[src/rtl/logic_op_pkg.sv]
// Shared types and constants for the logic-unit opcode sequencer.
// The opcode-advance rule lives here so it is defined in exactly one place.
package logic_op_pkg;

  localparam int OPW = 4;
  localparam logic [OPW-1:0] LOGIC_BASE = 4'b1000;
  localparam logic [OPW-1:0] OP_MAX     = 4'b1111;

  typedef enum logic [1:0] {
    IDLE  = 2'd0,
    ISSUE = 2'd1,
    DRAIN = 2'd2,
    DONE  = 2'd3
  } state_t;

  // Sweeps wrap back into the logic range rather than into arithmetic opcodes.
  function automatic logic [OPW-1:0] next_opcode(input logic [OPW-1:0] op);
    return (op == OP_MAX) ? LOGIC_BASE : op + OPW'(1);
  endfunction

endpackage

[src/rtl/logic_op_out_stage.sv]
// Single-entry result register with valid/ready handshake.
// A load in the same cycle as a handshake replaces the beat without a bubble.
module logic_op_out_stage
  import logic_op_pkg::*;
#(
  parameter int WIDTH = 16
) (
  input  logic             clk,
  input  logic             rst_n,
  input  logic             load,
  input  logic [WIDTH-1:0] new_data,
  input  logic [OPW-1:0]   new_opcode,
  input  logic             new_err,
  input  logic             new_last,
  input  logic             ready,
  output logic             valid,
  output logic [WIDTH-1:0] data,
  output logic [OPW-1:0]   opcode,
  output logic             err,
  output logic             last,
  output logic             cap
);

  assign cap = !valid || ready;

  always_ff @(posedge clk) begin
    if (!rst_n) begin
      valid  <= 1'b0;
      data   <= '0;
      opcode <= '0;
      err    <= 1'b0;
      last   <= 1'b0;
    end else if (load) begin
      valid  <= 1'b1;
      data   <= new_data;
      opcode <= new_opcode;
      err    <= new_err;
      last   <= new_last;
    end else if (ready) begin
      valid  <= 1'b0;
    end
  end

endmodule

[src/rtl/logic_op_sequencer.sv]
// Issues a run of consecutive logic opcodes to the combinational logic unit
// and streams the registered results back under valid/ready backpressure.
//
// state | meaning
// IDLE  | waiting for a job, cmd_ready=1
// ISSUE | lu_* driven; one result captured per cycle when the out stage has room
// DRAIN | last beat captured, waiting for its handshake
// DONE  | one-cycle done pulse
module logic_op_sequencer
  import logic_op_pkg::*;
#(
  parameter int WIDTH = 16,
  parameter int CNTW  = 3
) (
  input  logic             clk,
  input  logic             rst_n,
  input  logic             cmd_valid,
  output logic             cmd_ready,
  input  logic [WIDTH-1:0] cmd_a,
  input  logic [WIDTH-1:0] cmd_b,
  input  logic [OPW-1:0]   cmd_op_start,
  input  logic [CNTW-1:0]  cmd_count,
  output logic [OPW-1:0]   lu_opcode,
  output logic [WIDTH-1:0] lu_a,
  output logic [WIDTH-1:0] lu_b,
  input  logic [WIDTH-1:0] lu_result,
  input  logic             lu_sel,
  output logic             res_valid,
  input  logic             res_ready,
  output logic [WIDTH-1:0] res_data,
  output logic [OPW-1:0]   res_opcode,
  output logic             res_err,
  output logic             res_last,
  output logic             busy,
  output logic             done
);

  state_t          state, state_nxt;
  logic [CNTW-1:0] remaining;
  logic            cap;
  logic            load;
  logic            accept;
  logic            last_op;

  assign cmd_ready = (state == IDLE);
  assign busy      = (state != IDLE);
  assign done      = (state == DONE);
  assign accept    = cmd_valid && (state == IDLE);
  assign last_op   = (remaining == '0);

  always_comb begin
    state_nxt = state;
    load      = 1'b0;
    case (state)
      IDLE:  if (cmd_valid) state_nxt = ISSUE;
      ISSUE: begin
        if (cap) begin
          load = 1'b1;
          if (last_op) state_nxt = DRAIN;
        end
      end
      DRAIN: if (res_valid && res_ready) state_nxt = DONE;
      DONE:  state_nxt = IDLE;
      default: state_nxt = IDLE;
    endcase
  end

  always_ff @(posedge clk) begin
    if (!rst_n) begin
      state     <= IDLE;
      remaining <= '0;
      lu_opcode <= '0;
      lu_a      <= '0;
      lu_b      <= '0;
    end else begin
      state <= state_nxt;
      if (accept) begin
        lu_a      <= cmd_a;
        lu_b      <= cmd_b;
        lu_opcode <= cmd_op_start;
        remaining <= cmd_count;
      end else if (load && !last_op) begin
        remaining <= remaining - CNTW'(1);
        lu_opcode <= next_opcode(lu_opcode);
      end
    end
  end

  // Error flag records that the unit did not claim the opcode (start below LOGIC_BASE).
  logic_op_out_stage #(.WIDTH(WIDTH)) u_out (
    .clk        (clk),
    .rst_n      (rst_n),
    .load       (load),
    .new_data   (lu_result),
    .new_opcode (lu_opcode),
    .new_err    (!lu_sel),
    .new_last   (last_op),
    .ready      (res_ready),
    .valid      (res_valid),
    .data       (res_data),
    .opcode     (res_opcode),
    .err        (res_err),
    .last       (res_last),
    .cap        (cap)
  );

endmodule
[config.mk]
export PLATFORM = sky130hd
export DESIGN_NAME = logic_op_sequencer
export DESIGN_NICKNAME = d
export VERILOG_FILES = /design/src/rtl/logic_op_pkg.sv /design/src/rtl/logic_op_out_stage.sv /design/src/rtl/logic_op_sequencer.sv
export SDC_FILE = /design/constraint.sdc
export NUM_CORES = 1
export LEC_CHECK = 0
export CORE_MARGIN = 2
export CORE_UTILIZATION = 37
export CTS_CLUSTER_DIAMETER = 40
export CTS_CLUSTER_SIZE = 24
export DETAILED_ROUTE_END_ITERATION = 6
export HOLD_SLACK_MARGIN = 0.15
export PLACE_DENSITY_LB_ADDON = 0.12
export SYNTH_ARGS = -nofsm -noshare
export SYNTH_HDL_FRONTEND = slang
export SYNTH_HIERARCHICAL = 1
export SYNTH_SLANG_ARGS = --single-unit
[constraint.sdc]
create_clock -name clk -period 1.54 [get_ports clk]
set_clock_uncertainty 0.05 [all_clocks]
set_input_delay 0.308 -clock clk [delete_from_list [all_inputs] [get_ports clk]]
set_output_delay 0.308 -clock clk [all_outputs]
set_load 0.02 [all_outputs]
# [Word-level counts from Yosys, hierarchy flattened]
# Cells that the tools add are included.
[totals] elab_cells=47 out_inout_bits=62 reg_bits=64 input_bits=60
[classes] reduce_logical=13 add_sub_neg=2 muxes=14 eq_ne=8
[op_table] operator="$mux 4" n=3
[op_table] operator="$mux 2" n=4
[op_table] operator="$ne 2x2->1 const B" n=4
[op_table] operator="$pmux 2 s4" n=1
[op_table] operator="$mux 3" n=2
[op_table] operator="$reduce_bool 2->1" n=3
[op_table] operator="$add 4x1->4 const B" n=1
[op_table] operator="$eq 2x2->1 const B" n=2
[op_table] operator="$eq 4x4->1 const B" n=1
[op_table] operator="$mux 1" n=4
[op_table] operator="$reduce_and 4->1" n=1
[op_table] operator="$logic_and 1x1->1" n=3
[op_table] operator="$logic_not 1->1" n=3
[op_table] operator="$logic_not 3->1" n=1
[op_table] operator="$sub 3x1->3 const B" n=1
[op_table] operator="$eq 2x1->1 const B" n=1
[op_table] operator="$logic_not 2->1" n=1
[op_table] operator="$logic_or 1x1->1" n=1

# [Longest topological paths before layout]
# Gate-level depths: netlist of run 1.
[logic_depth] word_depth=7 depth_mapped=8 mapped_depth_nobuf=6

# [Hierarchy]
# The synthesis of run 1 kept the hierarchy.
[by_module_without_submodules] mod="logic_op_sequencer" cells_each=213 n_inst=1 area_each_um2=1775.5 seq_area_each_um2=820.8
[by_module_without_submodules] mod="logic_op_out_stage" cells_each=75 n_inst=1 area_each_um2=894.6 seq_area_each_um2=460.4

# [Worst setup path after synthesis of run 1]
# No wires, ideal clock.
[synth_path] kind="register -> register" startpoint="register state[0]" endpoint="register remaining[1]" setup_slack_ns=-0.043 t_required_ns=1.403 path_stages_with_launch=8 path_buffers=2 arrival_ns=1.446 period_less_slack_ns=1.583 setup_ns=0.087 cell_sequence="dfxtp_1 inv_1 ha_1 and2_1 clkbuf_1 buf_2 nand3_1 o31ai_1"
[synth_via] elab_cells_between_ends=7 classes_between="eq/ne (1); mux (2); reduce/logical (4)"
[synth_rtl] element="from (decl)" line="logic_op_sequencer.sv:38" text="state_t state, state_nxt;"
[synth_rtl] element="from (signal assigned)" line="logic_op_sequencer.sv:76" text="state <= state_nxt;"
[synth_rtl] element="$logic_not 2->1 (*)"
[synth_rtl] element="named net cmd_ready" line="logic_op_sequencer.sv:18" text="output logic cmd_ready,"
[synth_rtl] element="$logic_and 1x1->1 (*)" line="logic_op_sequencer.sv:48" text="assign accept = cmd_valid && (state == IDLE);"
[synth_rtl] element="$mux 3 or $reduce_bool 2->1 (tied branches)"
[synth_rtl] element="to (signal assigned)" line="logic_op_sequencer.sv:81" text="remaining <= cmd_count;"
[synth_rtl] element="to (signal assigned)" line="logic_op_sequencer.sv:83" text="remaining <= remaining - CNTW'(1);"
[synth_rtl] element="to (decl)" line="logic_op_sequencer.sv:39" text="logic [CNTW-1:0] remaining;"
# The timed path passes the listed nets; every way through them passes the cells marked *.
# A chain may end at the register's enable or synchronous reset.

# [Worst setup path in the final report of run 1]
[layout_path] startpoint="input port res_ready" endpoint="register state[1]"
[layout_via] elab_chain_len=3 elab_cells_between_ends=5 classes_between="eq/ne (2); reduce/logical (3)"
[layout_rtl] element="from (decl)" line="logic_op_sequencer.sv:29" text="input logic res_ready,"
[layout_rtl] element="$logic_or 1x1->1" line="logic_op_out_stage.sv:24" text="assign cap = !valid || ready;"
[layout_rtl] element="named net cap" line="logic_op_sequencer.sv:40" text="logic cap;"
[layout_rtl] element="$ne 2x2->1 (no line)"
[layout_rtl] element="$reduce_and 4->1 (no line)"
# The timed path passes the listed nets, and every way through them passes these cells.

==> qor.txt, run 1 <==
Clock Power Share = 21.3%
Tmin final = 1.52 ns
Final Total Pwr = 6850 µW
min-delay src = lu_b[14]$_SDFFE_PN0P_
leakage power total = 0.00193 µW
n_diodes = 0
Net Count, Synth = 356
nets = 499
largest net degree at the start of global routing = 68
fraction of layout cells with a size suffix above 1 = 17.0%
detailed placement HPWL = 4580 µm
sequential-to-total area share from yosys stat = 48.0%
R2R Setup Slk = 0.03 ns
number of H-tree levels = 3
unrepaired setup endpoints after global routing = yes
reg2reg end = state[1]$_SDFFE_PN0P_
CTS clk-pin slew, worst paths = 0.07 ns
Vias = 2,452
worst hold path depth = 2
CTS Root Cell = clkbuf_8
most frequent cells in the layout = nand2_1, dfxtp_1, dlygate4sd2_1, clkdlybuf4s50_1, a21boi_1
routability-driven placement congestion ratio = 0.742
Initial Util = 38.7%
Final Hold Fails = 0
Inserted Clock Buffers = 9
logic gate share of total power = 46.9%
Via-to-Cell Ratio = 4.61
CP Capture Type = flip-flop
Die Wd = 89.0 µm
WP data required = 1.75 ns
Worst Setup Start Kind = input port
Final Cycle Share = 98.7%
antenna violations before repair = 0
first-pass GRT wire length = 10,200 µm
die area = 7910 µm²
ranking of synthesized cells by area = dfxtp_1, nand2_1, mux2i_1
maximum clock path buffer count = 2
Mapped Area = 2670 µm²
Top-Level Pins = 122
sw power = 2500 µW
final count of negative-setup-slack endpoints = 0
Die Height = 89.0 µm
Ys Warns = 6
Hold Crit Endpoint = lu_b[14]$_SDFFE_PN0P_
Slew Limit Headroom = 78.7%
first-iteration detailed-routing DRC count = 119
CP top delay family = buffers and inverters
Cell Int Power = 4340 µW
Worst Tran Pin Value = 0.320 ns
Cell Chain, Critical Path = clkdlybuf4s50_1, nand2b_2, nand3b_1, a222oi_1, buf_4, mux2i_1
Slowest-stage cell, CP = clkdlybuf4s50_1
DR pass1 iterations = 6
most common cell after layout, fill and taps aside = nand2_1
Synth cell types = 35
critical path peak fanout = 3
Post-DP Area = 4120 µm²
VDD IR max = 0.818 mV
vias in the first global route = 2,306
total track usage = 16.6%
DRC violations left = 0
worst r2r src = state[1]$_SDFFE_PN0P_
synthesized instance count = 288
post-synth top area share = 48.0%
TritonCTS clock tree = built
CP bufs+invs = 2
Slew Limit Fails = 0
Setup Crit Path Kind = in2reg
Core Rows = 30
syn avg cell area = 9.27 µm²
DP Worst Slack = -0.348 ns
flop and latch count out of synthesis = 64
GRT overflow = 0
worst setup margin = 0.0197 ns
MaxCap Viol Count = 0
wire per inst = 12.7 µm
final-layout fill cell count = 655
pwr dens = 1560 nW/µm²
FF-to-FF path depth = 6
CP peak stage delay = 0.48 ns
switching share of power = 36.6%
Area Growth Syn to Fin = 63.9%
Peak Freq = 658 MHz
Worst Path Arrival = 1.73 ns
Buffers on Ports = 121
WP depth = 6
WHS = 0.398 ns
leading area contributor after synthesis = dfxtp_1
clock sinks = 64
Hold Path Class = reg2reg
design area = 4380 µm²
Sequential Power Share = 31.8%
status = complete, no violations
core area = 6910 µm²
Antenna Nets Post-Route = 0
clk_lat worst skew = 0.33 ns
Routed WL = 6780 µm
-- routing by layer --
| metal | share of wire, % | vias to the layer above | global-route usage (%) |
|---|---|---|---|
| li1 | - | 1246 | - |
| met1 | 45 | 1100 | 20.1 |
| met2 | 43 | 95 | 26.4 |
| met3 | 10 | 11 | 6.19 |
| met4 | 1.6 | 0 | 7.73 |
| met5 | 0 | - | 0 |
-- cell families after synthesis --
group,count (synthesis),share of synthesized area [%]
and+or+nand+nor,109,19.2
DFF,64,48.0
buffers and inverters,28,5.72
muxes,24,9.00
adders and majority gates,8,3.75
AOI/OAI and AO/OA,55,14.3
-- area by class of cell --
| cell class | instances | area [µm²] | share of cell area (%) |
|---|---|---|---|
| sequential | 64 | 1290 | 29.4 |
| inverter | 11 | 50.0 | 1.14 |
| clock buffer | 10 | 138 | 3.14 |
| clock inverter | 6 | 67.6 | 1.54 |
| multi-input combinational | 196 | 1300 | 29.8 |
| tap | 96 | 120 | 2.74 |
| timing repair buffer | 149 | 1410 | 32.2 |
-- sequential cells by signal, summed over array words and instances (netlist names) --
name and cells:
lu_opcode 4, state 2, u_out/err 1, u_out/data 16, remaining 3, lu_b 16, u_out/opcode 4, lu_a 16
u_out/valid 1, u_out/last 1
-- what timing repair did --
item	CTS	global route
setup endpoints to repair	101	24
gates resized for setup	81	17
pin swaps	2	5
gates cloned	0	1
hold endpoints to repair	0	0
hold buffers	0	0
setup buffers	3	1
-- metrics by stage --
| step | TNS (ns) | cells | util [%] |
|---|---|---|---|
| floorplan | 0 | 288 | - |
| global placement | -11.73 | 511 | 59.6 |
| detailed placement | -13.65 | 511 | 59.6 |
| CTS | 0 | 530 | 62.1 |
| global route | -0.118 | 532 | 63.4 |
| finish | 0 | 532 | 63.4 |
-- synthesized netlist by cell type (all sizes together) --
cell      instances
nand2            71
dfxtp            64
a21boi           33
mux2i            24
nor2b            22
clkbuf           11
inv              10
o21ai            10
ha                8
buf               6
nand3             5
a31oi             4
a21oi             2
and3              2
nand2b            2
nor3              2
o31ai             2
a211oi            1
a222oi            1
a311oi            1
and2              1
and4              1
clkinvlp          1
nand3b            1
nand4b            1
o31a              1
or4               1
-- tightest hold or removal path, stage by stage, from the launching register on --
cell,delay (ns)
dfxtp_1,0.31
nand2_1,0.05
a21boi_1,0.05
-- power groups by stage --
stage	registers, µW	logic (µW)	clock network, µW
6_report	2180	3210	1460
5_1_grt	2220	3500	1580
4_1_cts	2180	3040	1500
3_5_place_dp	2210	3140	0
3_3_place_gp	2200	3110	0
2_1_floorplan	2560	1440	0
-- worst max-delay path by stage --
stage                               from                           end
3_5_place_dp                   res_ready     remaining[2]$_SDFFE_PN0P_
3_3_place_gp                   res_ready     lu_opcode[0]$_SDFFE_PN0P_
6_report                       res_ready         state[1]$_SDFFE_PN0P_
5_1_grt            state[1]$_SDFFE_PN0P_         state[1]$_SDFFE_PN0P_
2_1_floorplan      state[1]$_SDFFE_PN0P_  u_out/opcode[2]$_SDFFE_PN0P_
4_1_cts        remaining[0]$_SDFFE_PN0P_     lu_opcode[2]$_SDFFE_PN0P_
Power figures use the tool's default switching activity.
==> inputs of run 2 (changes only) <==
- CORE_MARGIN: 2 -> default
==> qor.txt, run 2 (synthesis gave the netlist of run 1 again) <==
status = complete, no violations (unchanged)
VDD IR max = 0.697 mV (was 0.818 mV)
antenna violations before repair = 0 (unchanged)
pwr dens = 1580 nW/µm² (was 1560 nW/µm²)
Worst Path Arrival = 1.14 ns (was 1.73 ns)
largest net degree at the start of global routing = 28 (was 68)
final-layout fill cell count = 653 (was 655)
final core occ = 62.7% (was 63.4%)
Final Cycle Share = 97.4% (was 98.7%)
DR pass1 iterations = 4 (was 6)
WP data required = 1.18 ns (was 1.75 ns)
GRT overflow = 0 (unchanged)
FF/Latch Area = 1290 µm² (about the same)
die area = 7560 µm² (was 7910 µm²)
critical path peak fanout = 3 (unchanged)
Die Wd = 87.0 µm (was 89.0 µm)
Hold Crit Endpoint = state[0]$_SDFFE_PN0P_ (was lu_b[14]$_SDFFE_PN0P_)
Slew Limit Headroom = 79.9% (was 78.7%)
clock sinks = 64 (unchanged)
Area Growth Syn to Fin = 61.4% (was 63.9%)
worst hold path depth = 3 (was 2)
Slew Limit Fails = 0 (unchanged)
total negative slack = 0 ns (unchanged)
worst setup margin = 0.0394 ns (was 0.0197 ns)
Die Height = 87.0 µm (was 89.0 µm)
Peak Freq = 666 MHz (was 658 MHz)
leakage power total = 0.00192 µW (was 0.00193 µW)
clk_lat worst skew = 0.33 ns (about the same)
detailed placement HPWL = 4820 µm (was 4580 µm)
MaxCap Viol Count = 0 (unchanged)
Final Hold Fails = 0 (unchanged)
n_diodes = 0 (unchanged)
Worst Setup Start Kind = flip-flop (was input port)
Initial Util = 38.9% (was 38.7%)
DRC violations left = 0 (unchanged)
core area = 6870 µm² (was 6910 µm²)
worst r2r src = state[0]$_SDFFE_PN0P_ (was state[1]$_SDFFE_PN0P_)
maximum clock path buffer count = 2 (unchanged)
Via-to-Cell Ratio = 4.71 (was 4.61)
top flop regs = lu_a: 16 flops, lu_b: 16 flops, u_out/data: 16 flops (unchanged)
number of H-tree levels = 3 (unchanged)
Vias = 2,475 (was 2,452)
routability-driven placement congestion ratio = 0.774 (was 0.742)
Setup Crit Path Kind = reg2out (was in2reg)
DP Worst Slack = -0.337 ns (was -0.348 ns)
CP Capture Type = output port (was flip-flop)
vias in the first global route = 2,397 (was 2,306)
wire per inst = 12.9 µm (was 12.7 µm)
Worst Tran Pin Value = 0.302 ns (was 0.320 ns)
first-pass GRT wire length = 10,800 µm (was 10,200 µm)
Finished Layout Cells = 525 (was 532)
Buffers on Ports = 121 (unchanged)
first-iteration detailed-routing DRC count = 108 (was 119)
TritonCTS clock tree = built (unchanged)
most frequent cells in the layout = nand2_1, dfxtp_1, dlygate4sd2_1, clkdlybuf4s50_1, a21boi_1 (unchanged)
Core Rows = 30 (unchanged)
Hold Path Class = in2reg (was reg2reg)
Routed WL = 6760 µm (was 6780 µm)
reg2reg end = remaining[1]$_SDFFE_PN0P_ (was state[1]$_SDFFE_PN0P_)
R2R Setup Slk = 0.07 ns (was 0.03 ns)
min-delay src = rst_n (was lu_b[14]$_SDFFE_PN0P_)
nets = 493 (was 499)
FF-to-FF path depth = 7 (was 6)
Antenna Nets Post-Route = 0 (unchanged)
final count of negative-setup-slack endpoints = 0 (unchanged)
Top-Level Pins = 122 (unchanged)
CTS Root Cell = clkbuf_8 (unchanged)
Multi-input gate area = 1310 µm² (was 1300 µm²)
total track usage = 18.3% (was 16.6%)
CTS clk-pin slew, worst paths = 0.06 ns (was 0.07 ns)
Inserted Clock Buffers = 9 (unchanged)
Tmin final = 1.50 ns (was 1.52 ns)
most common cell after layout, fill and taps aside = nand2_1 (unchanged)
unrepaired setup endpoints after global routing = no (was yes)
fraction of layout cells with a size suffix above 1 = 15.4% (was 17.0%)
dpl cells = 509 (was 511)
==> run 2: stage by stage <==
stage                     hold WS (ns)  total power (µW)  instance area [µm²]
final                            0.331              6800                 4310
after global routing             0.363              7240                 4310
after CTS                        0.318              6760                 4250
after detailed placement         0.394              5320                 4090
after global placement           0.389              5250                 4090
after floorplan                  0.386              4000                 2680
==> run 2: where the power goes <==
part           leakage, µW  total, µW  switching (µW)  internal (µW)
sequential        0.000526       2180             181           2000
combinational      0.00128       3020            1620           1400
clock             0.000112       1600             615            990
total              0.00192       6800            2420           4390
==> run 2: repair_timing <==
action,in CTS,in global routing
hold buffers,0,0
setup buffers,2,0
pin swaps,1,4
endpoints found under the setup margin,65,52
resized for setup,73,21
==> run 2: worst max-delay path, stage by stage (launching register included) <==
cell and delay (ns):
dfxtp_2 0.32, buf_4 0.15, ha_1 0.19, buf_2 0.16
==> run 2: worst max path at each step <==
stage                               start                            to  slack, ns  cells after the start
floorplan           state[1]$_SDFFE_PN0P_  u_out/opcode[2]$_SDFFE_PN0P_       0.01                      8
global placement                res_ready     remaining[1]$_SDFFE_PN0P_      -0.30                      7
detailed placement              res_ready     remaining[1]$_SDFFE_PN0P_      -0.34                      7
CTS                 state[1]$_SDFFE_PN0P_                          busy      -0.06                      4
global route        state[0]$_SDFFE_PN0P_                          done      0.003                      3
finish              state[0]$_SDFFE_PN0P_                          done       0.04                      3
==> run 2: area by class of cell <==
| type | count | area share, % |
|---|---|---|
| Clock buffer | 12 | 3.60 |
| Clock inverter | 3 | 1.51 |
| Inverter | 11 | 1.10 |
| Multi-Input combinational cell | 196 | 30.4 |
| Sequential cell | 64 | 29.8 |
| Tap cell | 96 | 2.79 |
| Timing Repair Buffer | 143 | 30.7 |
==> run 2: per-layer routing <==
metal | share of wire [%] | track usage, %
met5 | 0 | 0
met4 | 0.90 | 8.03
met3 | 9.1 | 6.54
met2 | 47 | 30.6
met1 | 43 | 21.2
